File: config.mk
export PLATFORM = sky130hd
export DESIGN_NAME = hazard_ctrl
export DESIGN_NICKNAME = d
export VERILOG_FILES = /design/src/rtl/hazard_pkg.sv /design/src/rtl/md_busy_timer.sv /design/src/rtl/hazard_ctrl.sv
export SDC_FILE = /design/constraint.sdc
export NUM_CORES = 1
export LEC_CHECK = 0
export CAP_MARGIN = 20
export CELL_PAD_IN_SITES_DETAIL_PLACEMENT = 0
export CELL_PAD_IN_SITES_GLOBAL_PLACEMENT = 1
export CORE_MARGIN = 3
export CORE_UTILIZATION = 25
export DETAILED_ROUTE_END_ITERATION = 8
export PLACE_DENSITY_LB_ADDON = 0.1
export SETUP_SLACK_MARGIN = 0.02
export SLEW_MARGIN = 20
export SYNTH_ARGS = -nofsm -noshare
export SYNTH_HDL_FRONTEND = slang
export SYNTH_SLANG_ARGS = --single-unit
File: constraint.sdc
create_clock -name clk -period 2.2 [get_ports clk]
set_input_delay 0.33 -clock clk [delete_from_list [all_inputs] [get_ports clk]]
set_output_delay 0.33 -clock clk [all_outputs]
set_load 0.05 [all_outputs]
File: src/rtl/hazard_pkg.sv
// Shared types and constants for the MIPS hazard controller: tuse/tnew width,
// forward select codes, mul/div op encoding and a destination-match helper.
package hazard_pkg;

  localparam int TW       = 2;
  localparam int RA_W     = 5;
  localparam int MD_CNT_W = 4;

  localparam logic [TW-1:0] TUSE_NONE = 2'd3;

  typedef enum logic [1:0] {
    FWD_RF   = 2'd0,
    FWD_NEAR = 2'd1,
    FWD_FAR  = 2'd2
  } fwd_sel_e;

  typedef enum logic {
    MD_MULT = 1'b0,
    MD_DIV  = 1'b1
  } md_op_e;

  // Destination of an in-flight instruction.
  typedef struct packed {
    logic [RA_W-1:0] addr;
    logic [TW-1:0]   tnew;
  } dst_t;

  // Register 0 is hardwired zero, so it never matches anything.
  function automatic logic dst_hit(input logic [RA_W-1:0] dst, input logic [RA_W-1:0] r);
    return (r != '0) && (dst == r);
  endfunction

endpackage

File: src/rtl/md_busy_timer.sv
// Mul/div busy timer: loads the op latency on a start while idle, then counts
// down to zero; busy while nonzero.
module md_busy_timer
  import hazard_pkg::*;
#(
  parameter int MULT_CYCLES = 5,
  parameter int DIV_CYCLES  = 10
) (
  input  logic   clk,
  input  logic   reset,
  input  logic   start,
  input  md_op_e op,
  output logic   busy
);

  logic [MD_CNT_W-1:0] md_cnt;
  logic [MD_CNT_W-1:0] load_val;

  assign load_val = (op == MD_DIV) ? MD_CNT_W'(DIV_CYCLES) : MD_CNT_W'(MULT_CYCLES);

  // A start while busy is dropped; the D-stage stall keeps it from happening.
  always_ff @(posedge clk or negedge reset) begin
    if (!reset)                    md_cnt <= '0;
    else if (start && md_cnt == '0) md_cnt <= load_val;
    else if (md_cnt != '0)          md_cnt <= md_cnt - 1'b1;
  end

  assign busy = (md_cnt != '0);

endmodule

File: src/rtl/hazard_ctrl.sv
// Five-stage MIPS hazard controller: D-stage stall / ID/EX bubble, D and E
// forward selects, mul/div busy interlock and a saturating stall counter.
module hazard_ctrl
  import hazard_pkg::*;
#(
  parameter int MULT_CYCLES = 5,
  parameter int DIV_CYCLES  = 10
) (
  input  logic            clk,
  input  logic            reset,
  input  logic [RA_W-1:0] D_rs,
  input  logic [RA_W-1:0] D_rt,
  input  logic [TW-1:0]   D_rs_tuse,
  input  logic [TW-1:0]   D_rt_tuse,
  input  logic            D_is_md,
  input  logic [RA_W-1:0] E_rs,
  input  logic [RA_W-1:0] E_rt,
  input  logic [RA_W-1:0] E_RegAddr,
  input  logic [TW-1:0]   E_tnew,
  input  logic [RA_W-1:0] M_RegAddr,
  input  logic [TW-1:0]   M_tnew,
  input  logic [RA_W-1:0] W_RegAddr,
  input  logic            E_md_start,
  input  logic            E_md_op,
  output logic            stall,
  output logic            E_clear,
  output logic            md_busy,
  output logic [1:0]      fwd_D_rs,
  output logic [1:0]      fwd_D_rt,
  output logic [1:0]      fwd_E_rs,
  output logic [1:0]      fwd_E_rt,
  output logic [31:0]     stall_count
);

  localparam int NUM_OPS = 2;

  dst_t e_dst, m_dst;
  assign e_dst = '{addr: E_RegAddr, tnew: E_tnew};
  assign m_dst = '{addr: M_RegAddr, tnew: M_tnew};

  logic [NUM_OPS-1:0][RA_W-1:0] d_reg, e_reg;
  logic [NUM_OPS-1:0][TW-1:0]   d_tuse;
  logic [NUM_OPS-1:0]           d_haz;
  logic [NUM_OPS-1:0][1:0]      fwd_d, fwd_e;

  assign d_reg  = {D_rt, D_rs};
  assign d_tuse = {D_rt_tuse, D_rs_tuse};
  assign e_reg  = {E_rt, E_rs};

  for (genvar i = 0; i < NUM_OPS; i++) begin : g_op
    // Stall only if the producer's result will not be ready by the time we use it.
    assign d_haz[i] = (d_tuse[i] != TUSE_NONE) &&
                      ((dst_hit(e_dst.addr, d_reg[i]) && e_dst.tnew > d_tuse[i]) ||
                       (dst_hit(m_dst.addr, d_reg[i]) && m_dst.tnew > d_tuse[i]));

    assign fwd_d[i] = (dst_hit(e_dst.addr, d_reg[i]) && e_dst.tnew == '0) ? FWD_NEAR :
                      (dst_hit(m_dst.addr, d_reg[i]) && m_dst.tnew == '0) ? FWD_FAR  :
                                                                            FWD_RF;

    assign fwd_e[i] = (dst_hit(m_dst.addr, e_reg[i]) && m_dst.tnew == '0) ? FWD_NEAR :
                      dst_hit(W_RegAddr, e_reg[i])                        ? FWD_FAR  :
                                                                            FWD_RF;
  end

  md_busy_timer #(
    .MULT_CYCLES (MULT_CYCLES),
    .DIV_CYCLES  (DIV_CYCLES)
  ) u_md_timer (
    .clk   (clk),
    .reset (reset),
    .start (E_md_start),
    .op    (md_op_e'(E_md_op)),
    .busy  (md_busy)
  );

  // md_busy is still low in the start cycle, so the start itself must interlock.
  logic md_haz;
  assign md_haz = D_is_md && (md_busy || E_md_start);

  assign stall    = |d_haz || md_haz;
  assign E_clear  = stall;
  assign fwd_D_rs = fwd_d[0];
  assign fwd_D_rt = fwd_d[1];
  assign fwd_E_rs = fwd_e[0];
  assign fwd_E_rt = fwd_e[1];

  always_ff @(posedge clk or negedge reset) begin
    if (!reset)                              stall_count <= '0;
    else if (stall && stall_count != '1)     stall_count <= stall_count + 32'd1;
  end

endmodule

After elaboration in Yosys (flattened, before gate mapping)
Index checks and enable logic that the tools add are counted.

storage, ports and cells
  flip-flop bits (word level) = 36
  input bits = 48
  output and inout bits = 43

cells by class
  $add $sub $neg = 2
  magnitude comparators = 4
  equal/unequal tests = 11
  multiplexer cells = 11
  reductions and logical operators = 37

operators by type and width
  operator                 count
  $eq A5 B5 Y1             8
  $add A32 B1 Y32 const B  1
  $ne A32 B32 Y1 const B   1
  $logic_and A1 B1 Y1      23
  $reduce_bool A5 Y1       4
  $mux W2                  8
  $mux W4                  3
  $gt A2 B2 Y1             4
  $logic_not A2 Y1         2
  $logic_not A4 Y1         1
  $logic_or A1 B1 Y1       4
  $ne A2 B2 Y1 const B     2
  $reduce_bool A4 Y1       1
  $sub A4 B1 Y4 const B    1
  $reduce_bool A2 Y1       1
  $reduce_or A2 Y1         1

Longest topological paths before layout
  depth after elaboration = 8
  gate-level depth with buffers = 10
  mapped depth without buffers = 9

Modules after synthesis
Synthesis repeated with hierarchy kept, for this count alone.

unflattened totals
  cells, all modules = 295
  area total of the unflattened synthesis = 2696.3 um2

by module, submodules not included
  module         instances  cells each  area each (um2)
  hazard_ctrl    1          270         2442.3
  md_busy_timer  1          25          254.0

Worst setup path after synthesis
OpenSTA, ideal clock, no wires.

  path type = input -> output
  from = in M_tnew[1]
  to = out fwd_E_rs[1]
  arrival = 2870 ps
  data required time = 1870 ps
  slack = -1000 ps
  stages = 4
  path through = nor2_1 -> nand4_1 -> nor4_1 -> nor4_1

between the ends
  longest elaborated chain between the ends = 3

ends and longest elaborated chain
  element              RTL line           text
  start: declaration   hazard_ctrl.sv:21  input logic [TW-1:0] M_tnew,
  $logic_not A2 Y1     hazard_ctrl.sv:60  assign fwd_e[i] = (dst_hit(m_dst.addr, e_reg[i]) && m_dst.tnew == '0) ? FWD_NEAR :
  $logic_and A1 B1 Y1  hazard_ctrl.sv:60
  $mux W2              hazard_ctrl.sv:60
  end: declaration     hazard_ctrl.sv:30  output logic [1:0] fwd_E_rs,

No other way between the ends.

Worst setup path in the final report
  from = reg u_md_timer.md_cnt[1]
  to = out stall

between the ends
  longest elaborated chain between the ends = 4

ends and longest elaborated chain
  element                   RTL line             text
  start: declaration        md_busy_timer.sv:16  logic [MD_CNT_W-1:0] md_cnt;
  start signal: assignment  md_busy_timer.sv:24  else if (start && md_cnt == '0) md_cnt <= load_val;
  start signal: assignment  md_busy_timer.sv:25  else if (md_cnt != '0) md_cnt <= md_cnt - 1'b1;
  $reduce_bool A4 Y1        md_busy_timer.sv:28  assign busy = (md_cnt != '0);
  $logic_or A1 B1 Y1        hazard_ctrl.sv:78    assign md_haz = D_is_md && (md_busy || E_md_start);
  $logic_and A1 B1 Y1       hazard_ctrl.sv:78
  $logic_or A1 B1 Y1        hazard_ctrl.sv:80    assign stall = |d_haz || md_haz;
  end: declaration          hazard_ctrl.sv:25    output logic stall,

No other way between the ends.

==> impl_metrics.py <==
metrics = {
    "timing": {
        "clock.fmax_ghz": 0.409,
        "skew_ns": 0.00658,
        "hold_violations": 0,
        "fin_ws_ns": -0.246,
        "setup_viol": 33,
        "worst_pin_slew_ns": 0.856,
        "post-route-period-util_pct": 111,
        "slew_viol_final": 0,
        "holdWs_ns": 0.146,
        "slew_headroom_pct": 42.9,
        "grt_setup_unrepaired": "yes",
        "timing.final.crit_period_ns": 2.45,
    },
    "cts": {
        "path_clk_slew_ns": 0.07,
        "clock_path_buffers": 2,
        "cts_hold_buf": 0,
        "htree_levels": 2,
        "cts_buffers": 5,
        "clk-insertion-delay-late_ns": 0.28,
        "cts-root-buf": "clkbuf_8",
        "cts_tree": "yes",
        "numClockSinks": 36,
    },
    "placed_design": {
        "place_congestion": 0.763,
        "io_buffers": 90,
        "hpwlAfterDp_mm": 6.65,
    },
    "drt": {
        "finalWirelength_mm": 8.79,
        "drt_iter0_markers": 74,
        "drc": 0,
        "firstDrtPassIters": 4,
        "viasPerCell": 4.58,
        "avgRoutedWirePerCell_microns": 14.8,
        "vias": 2714,
        "ant_nets": 0,
    },
    "worst_setup_path": {
        "reg2reg_depth": 14,
        "crit_arrival_ns": 2.12,
        "reg2reg_to": "stall_count[12]",
        "crit_path_max_fanout": 2,
        "r2r_slack_ns": -0.16,
        "crit_type": "flop to primary output",
        "r2r_start": "u_md_timer.md_cnt[1]",
        "crit_path_start": "u_md_timer.md_cnt[1]",
        "crit_path_start_kind": "flop",
        "worstPathRequired_ns": 1.87,
        "cp-end-kind": "primary output",
    },
    "logic_synthesis": {
        "syn-cell-area_sq_um": 2600,
        "synth_cells": 280,
        "postSynthAreaPerCell_sq_um": 9.29,
        "ys.flop_type": "dfrtp_1",
        "synth-seq-cells": 36,
        "ys_seq_area_share_pct": 34.6,
        "synth_edf_count": 0,
        "synth_warnings": 0,
        "synth_top_area_share_pct": 34.6,
        "synth_common_cells": "xor2_1 (51), dfrtp_1 (36), nand2_1 (23)",
        "synthArstFlopShare_pct": 100,
        "ys_types": 39,
        "ys_top_cells_by_area": "dfrtp_1 (35%), xor2_1 (17%), xnor2_1 (5.7%)",
        "synth_most_common_cell": "xor2_1",
        "yosysTopAreaCell": "dfrtp_1",
        "syn_nets": 339,
    },
    "global_route": {
        "grt_pass1_wl_mm": 14.2,
        "grt_most_used_layer": "met2",
        "grt_pass1_vias": 2764,
        "use_met3_pct": 2.51,
        "grt_use_met1_pct": 20.7,
        "grt_max_degree": 37,
        "grt.total_usage_pct": 15.4,
        "grt_overflow": 0,
        "grtUsageMet2_pct": 26.7,
        "antenna_found_initial": 0,
    },
    "power": {
        "leakagePower_nw": 2.14,
        "finalPower_w": 0.00324,
        "power_density_nw_per_um2": 631,
        "ir_worst_vdd_mv": 0.923,
    },
    "floorplan": {
        "dieArea_sq_um": 11700,
        "die_w_microns": 108,
        "boundaryPins": 91,
        "rows": 36,
        "core_area_sq_um": 9950,
        "dieHeight_microns": 108,
        "floorplan.initialDensity_pct": 26.1,
    },
    "hold_path": {
        "hold_class": "input port to async pin",
    },
    "final_layout": {
        "nFillCells": 950,
        "multi_input_area_sq_um": 2230,
        "post_route_cells_drive_above_1_share_pct": 48.1,
        "area_delta_synth_final_pct": 97.3,
        "final_nets": 517,
        "seq_area_sq_um": 915,
        "diodes": 0,
    },
    "status": {
        "violations": "negative setup slack",
        "status": "finished, violations left",
    },
    "run": {
        "cap_viol_max_count": 0,
    },
}
-- cell families (layout without fill, tap and decap cells) --
family / Yosys count / in the layout / synth area share, %
simple gates: 120 / 120 / 26.2
xor+xnor: 68 / 68 / 22.9
flops: 36 / 36 / 34.6
compound gates: 25 / 25 / 6.15
buf+inv: 16 / 195 / 2.93
fa+ha+maj: 11 / 11 / 5.29
mux: 4 / 4 / 1.87
-- sequential cells by signal, indices dropped and copies added (netlist names) --
signal / cells
stall_count: 32
u_md_timer.md_cnt: 4
-- critical path, cell delays in order (launching register included) --
cell and delay (ns):
dfrtp_1 0.39, inv_2 0.08, ha_4 0.13, nor3b_4 0.23, inv_4 0.06, o21ai_4 0.21
o41ai_4 0.12, nor4_4 0.20, buf_12 0.15, clkinvlp_4 0.10, buf_8 0.16
-- cell type report --
type                       count  area share (%)
clock inverter                 1          0.0975
timing repair buffer         177            33.0
sequential                    36            17.8
inverter                      10           0.853
tap                          133            3.24
clock buffer                   7            1.49
multi-input combinational    228            43.5
-- per-layer routing --
layer | vias to the layer above | part of all wire, % | routed length [microns]
met1 | 1301 | 45 | 3940
met2 | 43 | 51 | 4520
met3 | 2 | 3.5 | 306
li1 | 1368 | - | -
met5 | - | 0 | 0
met4 | 0 | 0.28 | 25
-- report_power, final --
part	internal [W]	leakage [nW]	switching, W
sequential	0.000812	0.446	0.000154
clock	0.000223	0.0422	0.000242
combinational	0.000833	1.65	0.000975
total	0.00187	2.14	0.00137
-- worst max-delay path by stage --
stage | to | cells past startpoint
after CTS | stall | 10
after detailed placement | stall_count[27] | 11
after global placement | stall_count[27] | 11
after floorplan | stall | 10
final | stall | 10
after global routing | stall | 10
-- through the flow --
| stage | instance area [sq um] | setup TNS (ns) | cells | utilization [%] | worst slack (ns) |
|---|---|---|---|---|---|
| global placement | 4350 | -18.04 | 563 | 43.7 | -0.613 |
| finish | 5130 | -4.54 | 592 | 51.6 | -0.246 |
| floorplan | 2750 | -0.835 | 280 | - | -0.401 |
| CTS | 4930 | -4.39 | 585 | 49.5 | -0.287 |
| detailed placement | 4350 | -18.31 | 563 | 43.7 | -0.631 |
| global route | 5130 | -9.31 | 592 | 51.6 | -0.387 |
-- placed cells by master, fill, tap and decap left out, types with 7 or more instances in the layout --
master and count:
dlygate4sd2_1 20, ha_1 7, nor4_4 14, buf_12 11
buf_6 8, nand3_1 12, dfrtp_1 25, dfrtp_2 11
nand2_1 21, nor3_2 10, nor2_1 9, xor2_1 51
clkdlybuf4s15_1 7, buf_2 8, buf_4 71, clkdlybuf4s50_1 37
xnor2_1 12
-- what timing repair did --
action | CTS | global route
resized for setup | 146 | 50
setup buffers | 13 | 8
pin swaps | 54 | 20
endpoints found under the setup margin | 42 | 38
gates cloned | 2 | 0
No activity file was read; power rests on OpenSTA's default activity.
